--- src/rtl/dm_loader_pkg.sv ---
// Shared definitions for the data-memory loader: state encoding and the
// default memory-map constants also used by the core.
package dm_loader_pkg;

  localparam int          ADDR_W_DEF    = 16;
  localparam logic [15:0] DUMP_BASE_DEF = 16'h0100;
  localparam logic [15:0] DUMP_LEN_DEF  = 16'd9;

  typedef enum logic [2:0] {
    ST_LEN_HI   = 3'd0,
    ST_LEN_LO   = 3'd1,
    ST_LOAD     = 3'd2,
    ST_RUN      = 3'd3,
    ST_DUMP_RD  = 3'd4,
    ST_DUMP_LAT = 3'd5,
    ST_DUMP_TX  = 3'd6
  } state_t;

  function automatic logic is_rx_state(input state_t s);
    return (s == ST_LEN_HI) || (s == ST_LEN_LO) || (s == ST_LOAD);
  endfunction

endpackage

--- src/rtl/dm_loader_if.sv ---
// Host byte streams, core memory port and data-memory port of the loader.
// slave is the loader's view; master is the surrounding system's view.
interface dm_loader_if
  import dm_loader_pkg::*;
#(
  parameter int ADDR_W = ADDR_W_DEF
);
  logic [7:0]        rx_data;
  logic              rx_valid;
  logic              rx_ready;
  logic [7:0]        tx_data;
  logic              tx_valid;
  logic              tx_ready;
  logic              core_run;
  logic              core_done;
  logic [ADDR_W-1:0] core_addr;
  logic [7:0]        core_wdata;
  logic              core_wr;
  logic [7:0]        core_rdata;
  logic [ADDR_W-1:0] mem_addr;
  logic [7:0]        mem_wdata;
  logic              mem_wr;
  logic [7:0]        mem_rdata;

  modport slave (
    input  rx_data, rx_valid, tx_ready, core_done, core_addr, core_wdata, core_wr, mem_rdata,
    output rx_ready, tx_data, tx_valid, core_run, core_rdata, mem_addr, mem_wdata, mem_wr
  );

  modport master (
    output rx_data, rx_valid, tx_ready, core_done, core_addr, core_wdata, core_wr, mem_rdata,
    input  rx_ready, tx_data, tx_valid, core_run, core_rdata, mem_addr, mem_wdata, mem_wr
  );
endinterface

--- src/rtl/dm_port_mux.sv ---
// Selects who drives the data-memory port: the core while it runs, the
// loader otherwise, so the two write strobes can never collide.
module dm_port_mux #(
  parameter int ADDR_W = 16
) (
  input  logic              run,
  input  logic [ADDR_W-1:0] ld_addr,
  input  logic [7:0]        ld_wdata,
  input  logic              ld_wr,
  input  logic [ADDR_W-1:0] core_addr,
  input  logic [7:0]        core_wdata,
  input  logic              core_wr,
  output logic [ADDR_W-1:0] mem_addr,
  output logic [7:0]        mem_wdata,
  output logic              mem_wr
);
  assign mem_addr  = run ? core_addr  : ld_addr;
  assign mem_wdata = run ? core_wdata : ld_wdata;
  assign mem_wr    = run ? core_wr    : ld_wr;
endmodule

--- src/rtl/dm_loader.sv ---
// Loads a length-prefixed byte stream into data memory, runs the core, then
// streams the result window back to the host.
module dm_loader
  import dm_loader_pkg::*;
#(
  parameter int                ADDR_W    = ADDR_W_DEF,
  parameter logic [ADDR_W-1:0] DUMP_BASE = ADDR_W'(DUMP_BASE_DEF),
  parameter logic [15:0]       DUMP_LEN  = DUMP_LEN_DEF
) (
  input logic        clk,
  input logic        rst,
  dm_loader_if.slave bus
);
  state_t            state_reg, state_next;
  logic [15:0]       len_reg, len_next;
  logic [ADDR_W-1:0] cnt_reg, cnt_next;
  logic [ADDR_W-1:0] ld_addr_reg, ld_addr_next;
  logic [7:0]        ld_wdata_reg, ld_wdata_next;
  logic              ld_wr_reg, ld_wr_next;
  logic              rx_ready_reg, rx_ready_next;
  logic [7:0]        tx_data_reg, tx_data_next;
  logic              tx_valid_reg, tx_valid_next;
  logic              core_run_reg, core_run_next;
  logic              rx_fire, tx_fire;
  logic [15:0]       len_full;

  assign rx_fire  = bus.rx_valid & rx_ready_reg;
  assign tx_fire  = tx_valid_reg & bus.tx_ready;
  assign len_full = {len_reg[15:8], bus.rx_data};

  always_ff @(posedge clk or posedge rst) begin
    if (rst) begin
      state_reg    <= ST_LEN_HI;
      len_reg      <= '0;
      cnt_reg      <= '0;
      ld_addr_reg  <= '0;
      ld_wdata_reg <= '0;
      ld_wr_reg    <= 1'b0;
      rx_ready_reg <= 1'b0;
      tx_data_reg  <= '0;
      tx_valid_reg <= 1'b0;
      core_run_reg <= 1'b0;
    end else begin
      state_reg    <= state_next;
      len_reg      <= len_next;
      cnt_reg      <= cnt_next;
      ld_addr_reg  <= ld_addr_next;
      ld_wdata_reg <= ld_wdata_next;
      ld_wr_reg    <= ld_wr_next;
      rx_ready_reg <= rx_ready_next;
      tx_data_reg  <= tx_data_next;
      tx_valid_reg <= tx_valid_next;
      core_run_reg <= core_run_next;
    end
  end

  always_comb begin
    state_next    = state_reg;
    len_next      = len_reg;
    cnt_next      = cnt_reg;
    ld_addr_next  = ld_addr_reg;
    ld_wdata_next = ld_wdata_reg;
    ld_wr_next    = 1'b0;
    tx_data_next  = tx_data_reg;
    tx_valid_next = tx_valid_reg;
    core_run_next = 1'b0;
    case (state_reg)
      ST_LEN_HI: if (rx_fire) begin
        len_next[15:8] = bus.rx_data;
        state_next     = ST_LEN_LO;
      end
      ST_LEN_LO: if (rx_fire) begin
        len_next   = len_full;
        cnt_next   = '0;
        state_next = (len_full == 16'd0) ? ST_RUN : ST_LOAD;
      end
      ST_LOAD: if (rx_fire) begin
        ld_addr_next  = cnt_reg;
        ld_wdata_next = bus.rx_data;
        ld_wr_next    = 1'b1;
        cnt_next      = cnt_reg + 1'b1;
        if (cnt_reg == ADDR_W'(len_reg - 16'd1)) state_next = ST_RUN;
      end
      ST_RUN: begin
        core_run_next = 1'b1;
        if (bus.core_done) begin
          core_run_next = 1'b0;
          cnt_next      = '0;
          // Address is set up on entry so the RAM sees it during DUMP_RD.
          ld_addr_next  = DUMP_BASE;
          state_next    = (DUMP_LEN == 16'd0) ? ST_LEN_HI : ST_DUMP_RD;
        end
      end
      ST_DUMP_RD:  state_next = ST_DUMP_LAT;
      ST_DUMP_LAT: begin
        tx_data_next  = bus.mem_rdata;
        tx_valid_next = 1'b1;
        state_next    = ST_DUMP_TX;
      end
      ST_DUMP_TX: if (tx_fire) begin
        tx_valid_next = 1'b0;
        cnt_next      = cnt_reg + 1'b1;
        ld_addr_next  = DUMP_BASE + cnt_reg + 1'b1;
        state_next    = (cnt_reg == ADDR_W'(DUMP_LEN - 16'd1)) ? ST_LEN_HI : ST_DUMP_RD;
      end
      default: state_next = ST_LEN_HI;
    endcase
    rx_ready_next = is_rx_state(state_next);
  end

  dm_port_mux #(.ADDR_W(ADDR_W)) u_mux (
    .run        (core_run_reg),
    .ld_addr    (ld_addr_reg),
    .ld_wdata   (ld_wdata_reg),
    .ld_wr      (ld_wr_reg),
    .core_addr  (bus.core_addr),
    .core_wdata (bus.core_wdata),
    .core_wr    (bus.core_wr),
    .mem_addr   (bus.mem_addr),
    .mem_wdata  (bus.mem_wdata),
    .mem_wr     (bus.mem_wr)
  );

  assign bus.rx_ready   = rx_ready_reg;
  assign bus.tx_data    = tx_data_reg;
  assign bus.tx_valid   = tx_valid_reg;
  assign bus.core_run   = core_run_reg;
  assign bus.core_rdata = bus.mem_rdata;
endmodule

--- src/flat_wrapper.sv ---
// flat-port wrapper written by rule: the top's interface ports become plain ports
module dm_loader_flat import dm_loader_pkg::*;
#(
  parameter int                ADDR_W    = ADDR_W_DEF,
  parameter logic [ADDR_W-1:0] DUMP_BASE = ADDR_W'(DUMP_BASE_DEF),
  parameter logic [15:0]       DUMP_LEN  = DUMP_LEN_DEF
)
  (clk, rst, bus_rx_data, bus_rx_valid, bus_tx_ready, bus_core_done, bus_core_addr, bus_core_wdata, bus_core_wr, bus_mem_rdata, bus_rx_ready, bus_tx_data, bus_tx_valid, bus_core_run, bus_core_rdata, bus_mem_addr, bus_mem_wdata, bus_mem_wr);
  dm_loader_if #(.ADDR_W(ADDR_W)) bus_i ();
  input logic clk;
  input logic rst;
  input wire logic [$bits(bus_i.rx_data)-1:0] bus_rx_data;
  input wire logic [$bits(bus_i.rx_valid)-1:0] bus_rx_valid;
  input wire logic [$bits(bus_i.tx_ready)-1:0] bus_tx_ready;
  input wire logic [$bits(bus_i.core_done)-1:0] bus_core_done;
  input wire logic [$bits(bus_i.core_addr)-1:0] bus_core_addr;
  input wire logic [$bits(bus_i.core_wdata)-1:0] bus_core_wdata;
  input wire logic [$bits(bus_i.core_wr)-1:0] bus_core_wr;
  input wire logic [$bits(bus_i.mem_rdata)-1:0] bus_mem_rdata;
  output wire logic [$bits(bus_i.rx_ready)-1:0] bus_rx_ready;
  output wire logic [$bits(bus_i.tx_data)-1:0] bus_tx_data;
  output wire logic [$bits(bus_i.tx_valid)-1:0] bus_tx_valid;
  output wire logic [$bits(bus_i.core_run)-1:0] bus_core_run;
  output wire logic [$bits(bus_i.core_rdata)-1:0] bus_core_rdata;
  output wire logic [$bits(bus_i.mem_addr)-1:0] bus_mem_addr;
  output wire logic [$bits(bus_i.mem_wdata)-1:0] bus_mem_wdata;
  output wire logic [$bits(bus_i.mem_wr)-1:0] bus_mem_wr;
  assign bus_i.rx_data = bus_rx_data;
  assign bus_i.rx_valid = bus_rx_valid;
  assign bus_i.tx_ready = bus_tx_ready;
  assign bus_i.core_done = bus_core_done;
  assign bus_i.core_addr = bus_core_addr;
  assign bus_i.core_wdata = bus_core_wdata;
  assign bus_i.core_wr = bus_core_wr;
  assign bus_i.mem_rdata = bus_mem_rdata;
  assign bus_rx_ready = bus_i.rx_ready;
  assign bus_tx_data = bus_i.tx_data;
  assign bus_tx_valid = bus_i.tx_valid;
  assign bus_core_run = bus_i.core_run;
  assign bus_core_rdata = bus_i.core_rdata;
  assign bus_mem_addr = bus_i.mem_addr;
  assign bus_mem_wdata = bus_i.mem_wdata;
  assign bus_mem_wr = bus_i.mem_wr;
  dm_loader #(.ADDR_W(ADDR_W), .DUMP_BASE(DUMP_BASE), .DUMP_LEN(DUMP_LEN)) u_core (.clk(clk), .rst(rst), .bus(bus_i));
endmodule
--- config.mk ---
export PLATFORM = sky130hd
export DESIGN_NAME = dm_loader_flat
export DESIGN_NICKNAME = d
export VERILOG_FILES = /design/src/rtl/dm_loader_pkg.sv /design/src/rtl/dm_loader_if.sv /design/src/rtl/dm_port_mux.sv /design/src/rtl/dm_loader.sv /design/src/flat_wrapper.sv
export SDC_FILE = /design/constraint.sdc
export NUM_CORES = 1
export LEC_CHECK = 0
export ABC_AREA = 1
export BUFFER_PORTS_ARGS = -buffer_cell sky130_fd_sc_hd__buf_2
export CAP_MARGIN = 0
export CORE_UTILIZATION = 40
export CTS_CLUSTER_DIAMETER = 80
export DETAILED_ROUTE_END_ITERATION = 10
export GPL_ROUTABILITY_DRIVEN = 0
export PLACE_DENSITY_LB_ADDON = 0.05
export SYNTH_ARGS = -nofsm -noshare
export SYNTH_HDL_FRONTEND = slang
export SYNTH_HIERARCHICAL = 1
export SYNTH_SLANG_ARGS = --single-unit
--- constraint.sdc ---
create_clock -name clk -period 3.3 [get_ports clk]
set_clock_uncertainty 0.05 [all_clocks]
set_input_delay 0.66 -clock clk [delete_from_list [all_inputs] [get_ports clk]]
set_output_delay 0.66 -clock clk [all_outputs]
set_load 0.1 [all_outputs]
# [Word level (Yosys, flattened, before mapping)]
# Index checks and enable logic that the tools add are counted.
[op_classes] add_sub_neg=4 n_eq_ne=14 n_mux=29 n_bitwise=3 n_reduce_logical=14
[op_table] cell="16-bit 2-to-1 mux" count=8
[op_table] cell="16-bit case mux with 4 select lines" count=1
[op_table] cell="16-bit case mux with 3 select lines" count=1
[op_table] cell="16-bit by 1-bit adder with 16-bit output (second input constant)" count=2
[op_table] cell="3-bit 2-to-1 mux" count=7
[op_table] cell="3-bit case mux with 7 select lines" count=1
[op_table] cell="9-bit by 16-bit adder with 16-bit output (first input constant)" count=1
[op_table] cell="16-bit == test" count=1
[op_table] cell="16-bit by 4-bit == test with 1-bit output (second input constant)" count=1
[op_table] cell="16-bit zero test" count=1
[op_table] cell="8-bit 2-to-1 mux" count=2
[op_table] cell="8-bit case mux with 2 select lines" count=1
[op_table] cell="16-bit by 1-bit subtractor with 16-bit output (second input constant)" count=1
[op_table] cell="3-bit by 2-bit == test with 1-bit output (second input constant)" count=3
[op_table] cell="3-bit == test (second input constant)" count=3
[op_table] cell="1-bit 2-to-1 mux" count=7
[op_table] cell="3-bit by 1-bit == test with 1-bit output (second input constant)" count=2
[op_table] cell="3-bit zero test" count=2
[op_table] cell="2-bit by 1-bit inequality test with 1-bit output (second input constant)" count=3
[op_table] cell="2-bit AND reduction" count=3
[op_table] cell="5-bit AND reduction" count=1
[op_table] cell="4-bit AND reduction" count=1
[op_table] cell="4-bit nonzero test" count=1
[op_table] cell="3-bit AND reduction" count=1
[op_table] cell="7 further kinds" count=9
[totals] register_bits=71 inputBits=46 out_inout_bits=44 wordCells=75

# [Longest topological paths before layout]
[depth] word_depth=8 ltp_mapped=14

# [Hierarchy]
# The synthesis kept the hierarchy.
[by_module_without_submodules] mod="dm_loader" instances=1 cells_each=548 area_each_um2=4105.2 seq_area_each_um2=1776.7
[by_module_without_submodules] mod="dm_port_mux" instances=1 cells_each=81 area_each_um2=339.1 seq_area_each_um2=0.0

# [Worst setup path after synthesis]
# OpenSTA, ideal clock, no wires.
[synth_timing] path_kind="reg2out" start="register u_core.core_run_reg (netlist: u_core/bus.core_run)" end="output bus_mem_addr[0]" t_arrival_ns=1.993 required_time_ns=2.590 path_slack_ns=0.597 stages_incl_launch_ff=5 path_buffers=2 path_cell_list="dfrtp_1 buf_6 buf_4 nand2_1 nand2_1"
[synth_via] elab_chain_cells=1
[synth_lines] item="start, declared" line_no="dm_loader.sv:23" text="logic core_run_reg, core_run_next;"
[synth_lines] item="start signal, assigned" line_no="dm_loader.sv:53" text="core_run_reg <= core_run_next;"
[synth_lines] item="16-bit 2-to-1 mux" line_no="dm_port_mux.sv:17" text="assign mem_addr = run ? core_addr : ld_addr;"
[synth_lines] item="end, declared" line_no="flat_wrapper.sv:25" text="output wire logic [$bits(bus_i.mem_addr)-1:0] bus_mem_addr;"
# No other way between the ends.

# [Final worst setup path]
[layout_timing] start="register u_core.core_run_reg (netlist: u_core/bus.core_run)" end="output bus_mem_addr[8]"
# Same word-level chain as after synthesis.

==> run_results.csv <==
group,metric,value,unit
outcome,outcome,"completed",
place,place_ws,971,ps
worst_setup_path,reg2reg_to,"u_core/cnt_reg[13]",
synthesis,number_of_storage_elements_in_the_synthesis_netlist,71,
synthesis,synth_commonest_cells,"238 x sky130_fd_sc_hd__nand2_1, 71 x sky130_fd_sc_hd__dfrtp_1, 63 x sky130_fd_sc_hd__inv_1, 55 x sky130_fd_sc_hd__nor2_1, 42 x sky130_fd_sc_hd__o21ai_0",
synthesis,synth-seq-area-share,40.0,%
die,number_of_core_rows,38,
synthesis,synth_compound_area_share,11.9,%
worst_setup_path,rr_worst_depth,11,
timing,fmax,374,MHz
finish,layout-drive-gt1-share,18.9,%
synthesis,unique_masters_post_synth,38,
clocking,number_of_buffers_on_the_longest_clock_path,2,
clocking,cts.hold.buffers_added,0,
worst_setup_path,critical_path.startpoint,"u_core/bus.core_run",
synthesis,syn_inst,629,
global_route,grtUsageTotal,22.0,%
place,portBuffers,89,
finish,antenna_cells_inserted,0,
place,placement.cell_area,4900,um2
synthesis,synth_mux_area_share,2.03,%
timing,final_critical_path_setup_slack,629,ps
global_route,largest_net_degree_at_the_start_of_global_routing,28,
die,die_area,11500,um2
worst_setup_path,critical_path.startpoint_type,"register",
worst_setup_path,worstSetupEndpointType,"output pin",
power_and_ir_drop,power_density,1100,nW/um2
global_route,grt_remaining_overflow,0,
worst_setup_path,setup_slack_of_the_most_critical_reg_to_reg_path,1090,ps
synthesis,synthesis.nets,678,
timing,timing.max_slew.rel_slack,43.4,%
die,chipHeight,107,um
clocking,post-cts-setup-buffers,0,
routing,avgRoutedWirePerCell,14.3,um
finish,fillCellCount,1124,
finish,design.final.nets,756,
worst_setup_path,r2r-start,"u_core/state_reg[1]",
finish,design_area,5050,um2
worst_setup_path,cp_max_fo,27,
timing,final-hold-violation-count,0,
routing,drt_iter0_drc,339,
synthesis,synth-xor-area-share,3.35,%
synthesis,yosysMostFrequentCell,"sky130_fd_sc_hd__nand2_1",
timing,grt_setup_unrepaired,"false",
worst_setup_path,critPathArrivalTime,1960,ps
synthesis,synthArstFlopShare,100,%
synthesis,synth.area.top_cells,"sky130_fd_sc_hd__dfrtp_1 40%, sky130_fd_sc_hd__nand2_1 20%, sky130_fd_sc_hd__inv_1 5.3%, sky130_fd_sc_hd__o21ai_0 4.7%, sky130_fd_sc_hd__nor2_1 4.6%",
synthesis,synth_top_area_share,40.0,%
die,initial_utilization,41.0,%
routing,ant_nets,0,
routing,drt_drc_violations_left,0,
power_and_ir_drop,power.leakage,2.67,nW
timing,final_max_slew_viol_count,0,
synthesis,yosys_warnings,6,
worst_setup_path,worst-endpoint-required,2590,ps
timing,finalCritPeriodShare,80.9,%
clocking,htree_num_levels,3,
synthesis,ys_dominant_reg_cell,"sky130_fd_sc_hd__dfrtp_1",
synthesis,post_synth_instance_area,4440,um2
synthesis,synth_simple_gate_area_share,31.6,%
finish,regArea,1780,um2
routing,drt_first_pass_iters,5,
timing,report.final.setup_viol,0,
routing,vias_per_cell,4.92,
clocking,gates_resized_cts_repair,0,
worst_setup_path,crit_path_capture,"bus_mem_addr[8]",
clocking,cts_made_buffers,9,
power_and_ir_drop,irDropWorstVdd,0.000641,V
synthesis,synth_top_family_by_area,"simple AND/OR/NAND/NOR gates",
timing,totalNegativeSetupSlack,0,ps
routing,detail_route.wirelength,12200,um
place,dp_hpwl,9330,um
clocking,clock_sink_count,71,
clocking,clock_insertion_delay_worst_skew,360,ps
timing,finalCriticalPeriod,2670,ps
clocking,clkSlewWorstSetupHoldPaths,70,ps
global_route,number_of_global_route_vias_before_repair,3720,
routing,route.vias.total,4177,
synthesis,synth_top_cell_by_area,"sky130_fd_sc_hd__dfrtp_1",
die,floorplan.io_pins,90,
global_route,antenna_found_initial,0,
die,placeableCoreArea,10800,um2
clocking,clock_tree_from_tritoncts,"built",
synthesis,synth_fa_ha_area_share,0.845,%
run,max_cap_viol_count,0,
worst_setup_path,criticalPathCategory,"register to output pin",
hold_path,worstHoldPathType,"primary input to async pin",
finish,final_util,46.6,%
clocking,cts.root.buffer_cell,"sky130_fd_sc_hd__clkbuf_8",
timing,max_slew.worst_pin.slew,849,ps
synthesis,synth-edff-count,0,
die,dieWidth,107,um
global_route,grt_pass1_wl,19200,um
synthesis,synth.avg_cell_area,7.07,um2
finish,area.growth.synth_to_final,13.7,%
finish,multiInputGateArea,2210,um2
## power by group
| group | leakage, nW | switching, mW | internal [mW] | total (mW) |
|---|---|---|---|---|
| sequential | 0.903 | 0.294 | 1.19 | 1.49 |
| clock | 0.0809 | 0.317 | 0.279 | 0.596 |
| combinational | 1.69 | 2.73 | 0.751 | 3.48 |
## per-stage QoR
stage | instances | power (mW) | hold WS, ps
finish | 849 | 5.56 | 287
global route | 849 | 5.94 | 330
CTS | 849 | 5.59 | 305
detailed placement | 836 | 4.98 | 418
global placement | 836 | 4.94 | 417
floorplan | 629 | 4.42 | 399
## worst min-delay path by stage
stage	start	endpoint	slack (ps)	cells past startpoint
3_3_place_gp	u_core/ld_addr_reg[6]	u_core/ld_addr_reg[6]	420	2
5_1_grt	rst	u_core/len_reg[10]	330	2
3_5_place_dp	u_core/ld_addr_reg[14]	u_core/ld_addr_reg[14]	420	2
6_report	rst	u_core/len_reg[15]	290	2
4_1_cts	rst	u_core/len_reg[15]	310	2
2_1_floorplan	u_core/ld_addr_reg[6]	u_core/ld_addr_reg[6]	400	2
## cells in the final DEF, fill, tap and decap left out, drive strengths merged, types with 3 or more instances in the layout
master and count:
buf 92, xnor2 8, nor3 10, mux2 8
nand3 19, dfrtp 71, o211ai 4, a21oi 28
o22ai 6, inv 70, nand3b 3, xor2 9
nor2 61, nand2 240, clkbuf 11, nand4 8
ha 3, o21ai 49
## cells by family after synthesis
group | Yosys count
AND/OR/NAND/NOR | 343
buffers and inverters | 95
AO/OA/AOI/OAI | 92
flip-flops | 71
XOR/XNOR | 17
multiplexers | 8
adder cells (fa/ha/maj) | 3
## worst max-delay path, cell delays in order (launching register included)
cell and delay (ps):
sky130_fd_sc_hd__dfrtp_1 700, sky130_fd_sc_hd__inv_6 320, sky130_fd_sc_hd__nand2_1 100, sky130_fd_sc_hd__nand2_1 60, sky130_fd_sc_hd__buf_2 420
## metal layers
| layer | routed length [um] | track usage (%) | vias up |
|---|---|---|---|
| met5 | 0 | 0 | - |
| met4 | 177 | 7.05 | 0 |
| met3 | 818 | 4.06 | 13 |
| met2 | 5240 | 33.3 | 137 |
| met1 | 5940 | 31.5 | 1886 |
| li1 | - | - | 2141 |
## cell type report
type	instances	share of cell area, %
Tap cell	140	3.47
Clock inverter	2	0.198
Clock buffer	11	2.80
Sequential cell	71	35.2
Timing Repair Buffer	92	9.26
Multi-Input combinational cell	463	43.7
Inverter	70	5.40
Power figures use the tool's default switching activity.
